--- src/rtl/pipe_ctrl.sv ---
// Pipeline control unit for the 4-stage 16-bit CPU: decodes EX/AC IRs, resolves redirects,
// stalls on the data-memory handshake, latches HALT and counts wait cycles.
//
// state   | meaning
// --------+-------------------------------------------------------------
// BOOT    | first cycle after reset, loads PC from fetch address 0
// RUN     | normal issue, all pipe registers advance
// MEMWAIT | ld/st in EX waiting on i_ldst_ready, pipe frozen
// HALT    | halt executed, everything idle until reset
module pipe_ctrl #(
  parameter logic [15:0] NOP_IR = 16'h0000,
  parameter int          CNT_W  = 16
) (
  input  logic             clk,
  input  logic             reset,
  input  logic [15:0]      r_ir_dc,
  input  logic [15:0]      r_ir_ex,
  input  logic [15:0]      r_ir_ac,
  input  logic             r_alu_n,
  input  logic             r_alu_z,
  input  logic             i_ldst_ready,
  output logic             ld_pc,
  output logic [1:0]       pc_in_sel,
  output logic [1:0]       pc_addr_sel,
  output logic             ld_pc_dc,
  output logic             ld_ir_dc,
  output logic             ld_rx,
  output logic             ld_ry,
  output logic             ld_pc_ex,
  output logic             ld_ir_ex,
  output logic             ld_pc_ac,
  output logic             ld_ir_ac,
  output logic [1:0]       sel_alu_a,
  output logic [1:0]       sel_alu_b,
  output logic             addsub,
  output logic             ld_alu_r,
  output logic             ld_nz,
  output logic             r_jump,
  output logic             s_jump,
  output logic             wr_en,
  output logic [2:0]       sel_datain,
  output logic             o_ldst_rd,
  output logic             o_ldst_wr,
  output logic             o_halted,
  output logic [CNT_W-1:0] o_stall_cnt
);

  localparam logic [3:0] OP_MV   = 4'd0;
  localparam logic [3:0] OP_ADD  = 4'd1;
  localparam logic [3:0] OP_SUB  = 4'd2;
  localparam logic [3:0] OP_CMP  = 4'd3;
  localparam logic [3:0] OP_LD   = 4'd4;
  localparam logic [3:0] OP_ST   = 4'd5;
  localparam logic [3:0] OP_MVHI = 4'd6;
  localparam logic [3:0] OP_J    = 4'd8;
  localparam logic [3:0] OP_JZ   = 4'd9;
  localparam logic [3:0] OP_JN   = 4'd10;
  localparam logic [3:0] OP_CALL = 4'd12;
  localparam logic [3:0] OP_HALT = 4'd15;

  typedef enum logic [1:0] {
    S_BOOT    = 2'd0,
    S_RUN     = 2'd1,
    S_MEMWAIT = 2'd2,
    S_HALT    = 2'd3
  } state_t;

  state_t state, state_nxt;

  logic             ld_pipe;
  logic             stall_inc;
  logic [CNT_W-1:0] stall_cnt;

  // The dc IR is carried for completeness; all decisions are made in EX and AC.
  logic [15:0] ir_dc_unused;
  assign ir_dc_unused = r_ir_dc;

  // A bubble must never decode as opcode 0 (mv), so empty stages are mapped to nop.
  logic       ex_vld, ac_vld;
  logic [3:0] ex_op, ac_op;
  logic       ex_imm;

  assign ex_vld = (r_ir_ex != NOP_IR);
  assign ac_vld = (r_ir_ac != NOP_IR);
  assign ex_op  = r_ir_ex[3:0];
  assign ac_op  = r_ir_ac[3:0];
  assign ex_imm = r_ir_ex[4];

  logic ex_mv, ex_add, ex_sub, ex_cmp, ex_ld, ex_st, ex_mvhi;
  logic ex_j, ex_jz, ex_jn, ex_call, ex_halt;
  logic ex_mem, ex_taken;

  assign ex_mv    = ex_vld && (ex_op == OP_MV);
  assign ex_add   = ex_vld && (ex_op == OP_ADD);
  assign ex_sub   = ex_vld && (ex_op == OP_SUB);
  assign ex_cmp   = ex_vld && (ex_op == OP_CMP);
  assign ex_ld    = ex_vld && (ex_op == OP_LD);
  assign ex_st    = ex_vld && (ex_op == OP_ST);
  assign ex_mvhi  = ex_vld && (ex_op == OP_MVHI);
  assign ex_j     = ex_vld && (ex_op == OP_J);
  assign ex_jz    = ex_vld && (ex_op == OP_JZ);
  assign ex_jn    = ex_vld && (ex_op == OP_JN);
  assign ex_call  = ex_vld && (ex_op == OP_CALL);
  assign ex_halt  = ex_vld && (ex_op == OP_HALT);
  assign ex_mem   = ex_ld || ex_st;
  assign ex_taken = ex_j || ex_call || (ex_jz && r_alu_z) || (ex_jn && r_alu_n);

  logic       ac_wr;
  logic [2:0] ac_sel;

  always_comb begin
    ac_wr  = 1'b0;
    ac_sel = 3'd0;
    if (ac_vld) begin
      case (ac_op)
        OP_MV, OP_ADD, OP_SUB, OP_MVHI: begin ac_wr = 1'b1; ac_sel = 3'd1; end
        OP_LD:                          begin ac_wr = 1'b1; ac_sel = 3'd2; end
        OP_CALL:                        begin ac_wr = 1'b1; ac_sel = 3'd3; end
        default:                        begin ac_wr = 1'b0; ac_sel = 3'd0; end
      endcase
    end
  end

  always_ff @(posedge clk or negedge reset) begin
    if (!reset) begin
      state     <= S_BOOT;
      stall_cnt <= '0;
    end else begin
      state <= state_nxt;
      if (stall_inc && (stall_cnt != '1)) begin
        stall_cnt <= stall_cnt + CNT_W'(1);
      end
    end
  end

  always_comb begin
    state_nxt   = state;
    stall_inc   = 1'b0;
    ld_pipe     = 1'b0;
    ld_pc       = 1'b0;
    pc_in_sel   = 2'd0;
    pc_addr_sel = 2'd0;
    sel_alu_a   = 2'd0;
    sel_alu_b   = 2'd0;
    addsub      = 1'b0;
    ld_alu_r    = 1'b0;
    ld_nz       = 1'b0;
    r_jump      = 1'b0;
    s_jump      = 1'b0;
    wr_en       = 1'b0;
    sel_datain  = 3'd0;
    o_ldst_rd   = 1'b0;
    o_ldst_wr   = 1'b0;
    o_halted    = 1'b0;

    case (state)
      S_BOOT: begin
        ld_pc     = 1'b1;
        state_nxt = S_RUN;
      end

      S_RUN, S_MEMWAIT: begin
        if (ex_mv) begin
          sel_alu_a = 2'd1;
          sel_alu_b = ex_imm ? 2'd1 : 2'd0;
        end
        if (ex_add || ex_sub || ex_cmp) begin
          sel_alu_b = ex_imm ? 2'd1 : 2'd0;
          addsub    = ex_sub || ex_cmp;
        end
        if (ex_mvhi) begin
          sel_alu_b = 2'd2;
        end
        o_ldst_rd = ex_ld;
        o_ldst_wr = ex_st;

        if (state == S_RUN) begin
          ld_alu_r   = ex_mv || ex_add || ex_sub || ex_mvhi;
          ld_nz      = ex_cmp;
          wr_en      = ac_wr;
          sel_datain = ac_sel;
          if (ex_taken) begin
            pc_addr_sel = ex_imm ? 2'd1 : 2'd2;
            pc_in_sel   = ex_imm ? 2'd1 : 2'd2;
            r_jump      = ex_imm;
            s_jump      = !ex_imm;
          end
          if (ex_halt) begin
            ld_pipe   = 1'b1;
            state_nxt = S_HALT;
          end else if (ex_mem && !i_ldst_ready) begin
            stall_inc = 1'b1;
            state_nxt = S_MEMWAIT;
          end else begin
            ld_pipe = 1'b1;
          end
        end else if (i_ldst_ready) begin
          // The AC instruction already wrote back on the entry cycle; do not repeat it.
          ld_alu_r   = ex_mv || ex_add || ex_sub || ex_mvhi;
          ld_nz      = ex_cmp;
          sel_datain = ac_sel;
          ld_pipe    = 1'b1;
          state_nxt  = S_RUN;
        end else begin
          stall_inc = 1'b1;
        end
        if (ld_pipe) begin
          ld_pc = 1'b1;
        end
      end

      S_HALT: begin
        o_halted = 1'b1;
      end

      default: begin
        state_nxt = S_BOOT;
      end
    endcase

    // Outputs are forced idle for as long as reset is held, even though BOOT is a Mealy-free state.
    if (!reset) begin
      stall_inc   = 1'b0;
      ld_pipe     = 1'b0;
      ld_pc       = 1'b0;
      pc_in_sel   = 2'd0;
      pc_addr_sel = 2'd0;
      sel_alu_a   = 2'd0;
      sel_alu_b   = 2'd0;
      addsub      = 1'b0;
      ld_alu_r    = 1'b0;
      ld_nz       = 1'b0;
      r_jump      = 1'b0;
      s_jump      = 1'b0;
      wr_en       = 1'b0;
      sel_datain  = 3'd0;
      o_ldst_rd   = 1'b0;
      o_ldst_wr   = 1'b0;
      o_halted    = 1'b0;
    end
  end

  assign ld_pc_dc    = ld_pipe;
  assign ld_ir_dc    = ld_pipe;
  assign ld_rx       = ld_pipe;
  assign ld_ry       = ld_pipe;
  assign ld_pc_ex    = ld_pipe;
  assign ld_ir_ex    = ld_pipe;
  assign ld_pc_ac    = ld_pipe;
  assign ld_ir_ac    = ld_pipe;
  assign o_stall_cnt = stall_cnt;

endmodule
--- config.mk ---
export PLATFORM = sky130hd
export DESIGN_NAME = pipe_ctrl
export DESIGN_NICKNAME = d
export VERILOG_FILES = /design/src/rtl/pipe_ctrl.sv
export SDC_FILE = /design/constraint.sdc
export NUM_CORES = 1
export LEC_CHECK = 0
export ABC_AREA = 1
export CORE_MARGIN = 4
export CORE_UTILIZATION = 39
export CTS_BUF_LIST = sky130_fd_sc_hd__clkbuf_4 sky130_fd_sc_hd__clkbuf_8
export CTS_CLUSTER_SIZE = 40
export DETAILED_ROUTE_END_ITERATION = 7
export GPL_TIMING_DRIVEN = 0
export PLACE_DENSITY = 0.82
export SYNTH_ARGS = -nofsm -noshare
export SYNTH_HDL_FRONTEND = slang
export SYNTH_SLANG_ARGS = --single-unit
--- constraint.sdc ---
create_clock -name clk -period 2.7 [get_ports clk]
set_clock_uncertainty 0.15 [all_clocks]
set_input_delay 0.405 -clock clk [delete_from_list [all_inputs] [get_ports clk]]
set_output_delay 0.405 -clock clk [all_outputs]
set_load 0.01 [all_outputs]
==> flow_summary_export.csv <==
group,metric,value,unit
placed_design,gp_congestion,0.869,
cts,cts_sinks,18,
setup_path,worstPathMaxFanout,4,
grt,grt_pass1_vias,1829,
synth,synth-warning-count,0,
setup_path,endpoint_kind,"output pin",
grt,overflow,0,
cts,cts.clk_slew.worst_paths,0.07,ns
status,status,"complete, no violations",
timing,maxSlewViolCount,0,
synth,synthFlopType,"dfrtp_1",
timing,rsz0062_at_grt,"no",
power_and_ir_drop,p_leak,1.48,nW
timing,whs,0.396,ns
cts,clkLatencyLatePin,0.26,ns
setup_path,ff2ff_setup_slack,0.79,ns
layout,layout.nets,425,
floorplan,die_w,73.9,microns
timing,hold_viol_final,0,
placed_design,hpwl,3990,microns
layout,drive_gt1_frac,0.126,
cts,root_buffer,"clkbuf_8",
timing,period_needed,2.60,ns
synth,synth_largest_area_cell,"dfrtp_1",
setup_path,crit_type,"input port to output pin",
cts,htreeDepth,1,
drt,ant_nets,0,
synth,ys_top_cells_by_area,"dfrtp_1 (27%), nand2_1 (20%), nor2_1 (9.3%)",
timing,post-route-period-util,0.962,
setup_path,cpMostUsedCell,"nand2_1",
timing,setup_viol,0,
drt,vias,2055,
synth,yosysSeqAreaShare,0.266,
drt,viasPerCell,4.94,
grt,grt_max_degree,19,
floorplan,core-area,0.00409,sq mm
cts,numCtsBuffers,3,
setup_path,crit_required,2.14,ns
synth,synth.top_cell.area_share,0.266,
synth,netlist_instances,272,
placed_design,portBuffers,79,
drt,totalWireLength,5170,microns
grt,grt_use_total,0.191,
power_and_ir_drop,cellPowerDensity,544,mW/mm^2
synth,synthDistinctLibCells,26,
timing,tightestPinTransition,0.824,ns
floorplan,die_area,0.00546,sq mm
setup_path,path_cells,"clkdlybuf4s50_1, nor2_1, nand2_1, nor2_1, nand2_1, nand2_1, nor3_1, clkdlybuf4s50_1",
setup_path,worstPathArrival,2.04,ns
setup_path,worstSetupStartpointType,"input port",
run,max_cap_violations,0,
synth,async_flop_share,1.00,
layout,num_antenna_cells,0,
synth,synthesis.area,0.00169,sq mm
timing,tns,0,ns
power_and_ir_drop,p_total,1.49,mW
hold_path,min-delay-path-class,"flop to flop",
floorplan,num_rows,23,
synth,syn_area_per_cell,6.22,sq um
layout,fill_cells,361,
grt,antenna_found_initial,0,
synth,synth-edff-count,0,
floorplan,dieHeight,73.9,microns
drt,wl_per_cell,12.4,microns
drt,drcViolationCount,0,
cts,tritoncts,"built",
layout,synthToLayoutAreaGrowth,61.9,%
floorplan,initial_core_util,0.414,
setup_path,cp_slowest_cell,"clkdlybuf4s50_1",
timing,slew_headroom,0.449,
floorplan,ios,98,
grt,grt_pass1_wl,8200,microns
setup_path,max_stage_delay,0.56,ns
drt,drt_iter0_drc,102,
drt,firstDrtPassIters,4,
cts,clock_path_buffers,2,
setup_path,crit_buf_inv,2,
setup_path,cp_top_family,"buffers and inverters",
layout,final_util,0.671,
synth,ys_ff_latch,18,
power_and_ir_drop,vdd_drop_max,428,uV
timing,fmax,0.385,GHz
layout make-up:
type / count / area (sq um) / area share
repair buffers: 89 / 885 / 0.323
well taps: 50 / 62.6 / 0.0228
clock buffers: 4 / 55.1 / 0.0201
flip-flops and latches: 18 / 450 / 0.164
inverters: 29 / 111 / 0.0406
plain buffers: 16 / 121 / 0.0443
multi-input cells: 210 / 1050 / 0.385
per-stage QoR:
| step | area (sq um) | std cells | setup WS (ns) |
|---|---|---|---|
| floorplan | 1700 | 273 | 0.287 |
| global placement | 2550 | 402 | -1.32 |
| detailed placement | 2550 | 402 | -1.39 |
| CTS | 2680 | 413 | -0.150 |
| global route | 2740 | 416 | 0.00628 |
| finish | 2740 | 416 | 0.101 |
cells by family (layout without fill, tap and decap cells):
| kind of cell | Yosys count | count (layout) | synth area share |
|---|---|---|---|
| simple gates | 186 | 186 | 0.485 |
| buf+inv | 45 | 138 | 0.136 |
| flops | 18 | 18 | 0.266 |
| fa+ha+maj | 5 | 5 | 0.0370 |
| xor+xnor | 7 | 7 | 0.0362 |
| compound gates | 10 | 10 | 0.0377 |
| other cells | 1 | 2 | 0.00222 |
registers in the layout, summed over array words and instances (netlist names):
signal       count
o_stall_cnt     16
state            2
path summary, 6_finish.rpt:
kind | endpoint | depth (start not counted) | from
setup / recovery | addsub | 8 | r_ir_ex[3]
hold / removal | o_stall_cnt[1]$_DFFE_PN0P_ | 2 | o_stall_cnt[1]$_DFFE_PN0P_
setup reg to reg | o_stall_cnt[7]$_DFFE_PN0P_ | 8 | o_stall_cnt[0]$_DFFE_PN0P_
hold reg to reg | o_stall_cnt[1]$_DFFE_PN0P_ | 2 | o_stall_cnt[1]$_DFFE_PN0P_
max in group asynchronous | state[0]$_DFFE_PN0P_ | 2 | reset
min in group asynchronous | o_stall_cnt[4]$_DFFE_PN0P_ | 2 | reset
what timing repair did:
action | in CTS | in global routing
buffers inserted | 6 | 3
setup endpoints to repair | 32 | 17
resized for setup | 18 | 19
pin swaps | 0 | 1
hold endpoints to repair | 18 | 0
hold buffers | 1 | 0
power breakdown:
group          total [mW]  internal (mW)  switching (mW)
sequential          0.346          0.308          0.0378
clock               0.224          0.130          0.0939
combinational       0.921          0.461           0.461
total                1.49          0.898           0.592
metal layers:
| layer | GRT usage | vias up | routed length [microns] | share of wire |
|---|---|---|---|---|
| met2 | 0.349 | 60 | 2810 | 0.54 |
| met3 | 0.0342 | 9 | 290 | 0.056 |
| li1 | - | 1040 | - | - |
| met4 | 0.0584 | 0 | 94 | 0.018 |
| met5 | 0 | - | 0 | 0 |
| met1 | 0.223 | 946 | 1970 | 0.38 |
layout by cell type (no fill, tap or decap), drive strengths merged:
master         synthesis  routed
dlygate4sd3            0       1
nor4                   1       1
xnor2                  3       3
a21oi                  5       5
nor2                  44      44
dlygate4sd2            0       5
nor3                   8       8
ha                     5       5
clkbuf                 0       4
nand4                  8       8
o21a                   1       1
dlymetal6s2s           0      12
nand2                 91      91
inv                   29      29
nand3                 33      33
clkdlybuf4s50          0      60
xor2                   4       4
conb                   1       2
nand3b                 1       1
buf                   16      27
o21ai                  4       4
dfrtp                 18      18
worst register-to-register path, delay by kind of cell, from the launching register on:
kind	cells	cell delay, ns
adders and majority gates	1	0.28
DFF	1	0.41
buffers and inverters	1	0.16
and+or+nand+nor	6	0.85
Yosys cell counts, types with 3 or more instances:
library cell  number
nand2_1           90
nor2_1            42
nand3_1           31
inv_1             29
dfrtp_1           18
buf_4             14
nor3_1             8
nand4_1            7
ha_1               5
a21oi_1            4
o21ai_0            4
xor2_1             4
xnor2_1            3
Power figures use the tool's default switching activity.
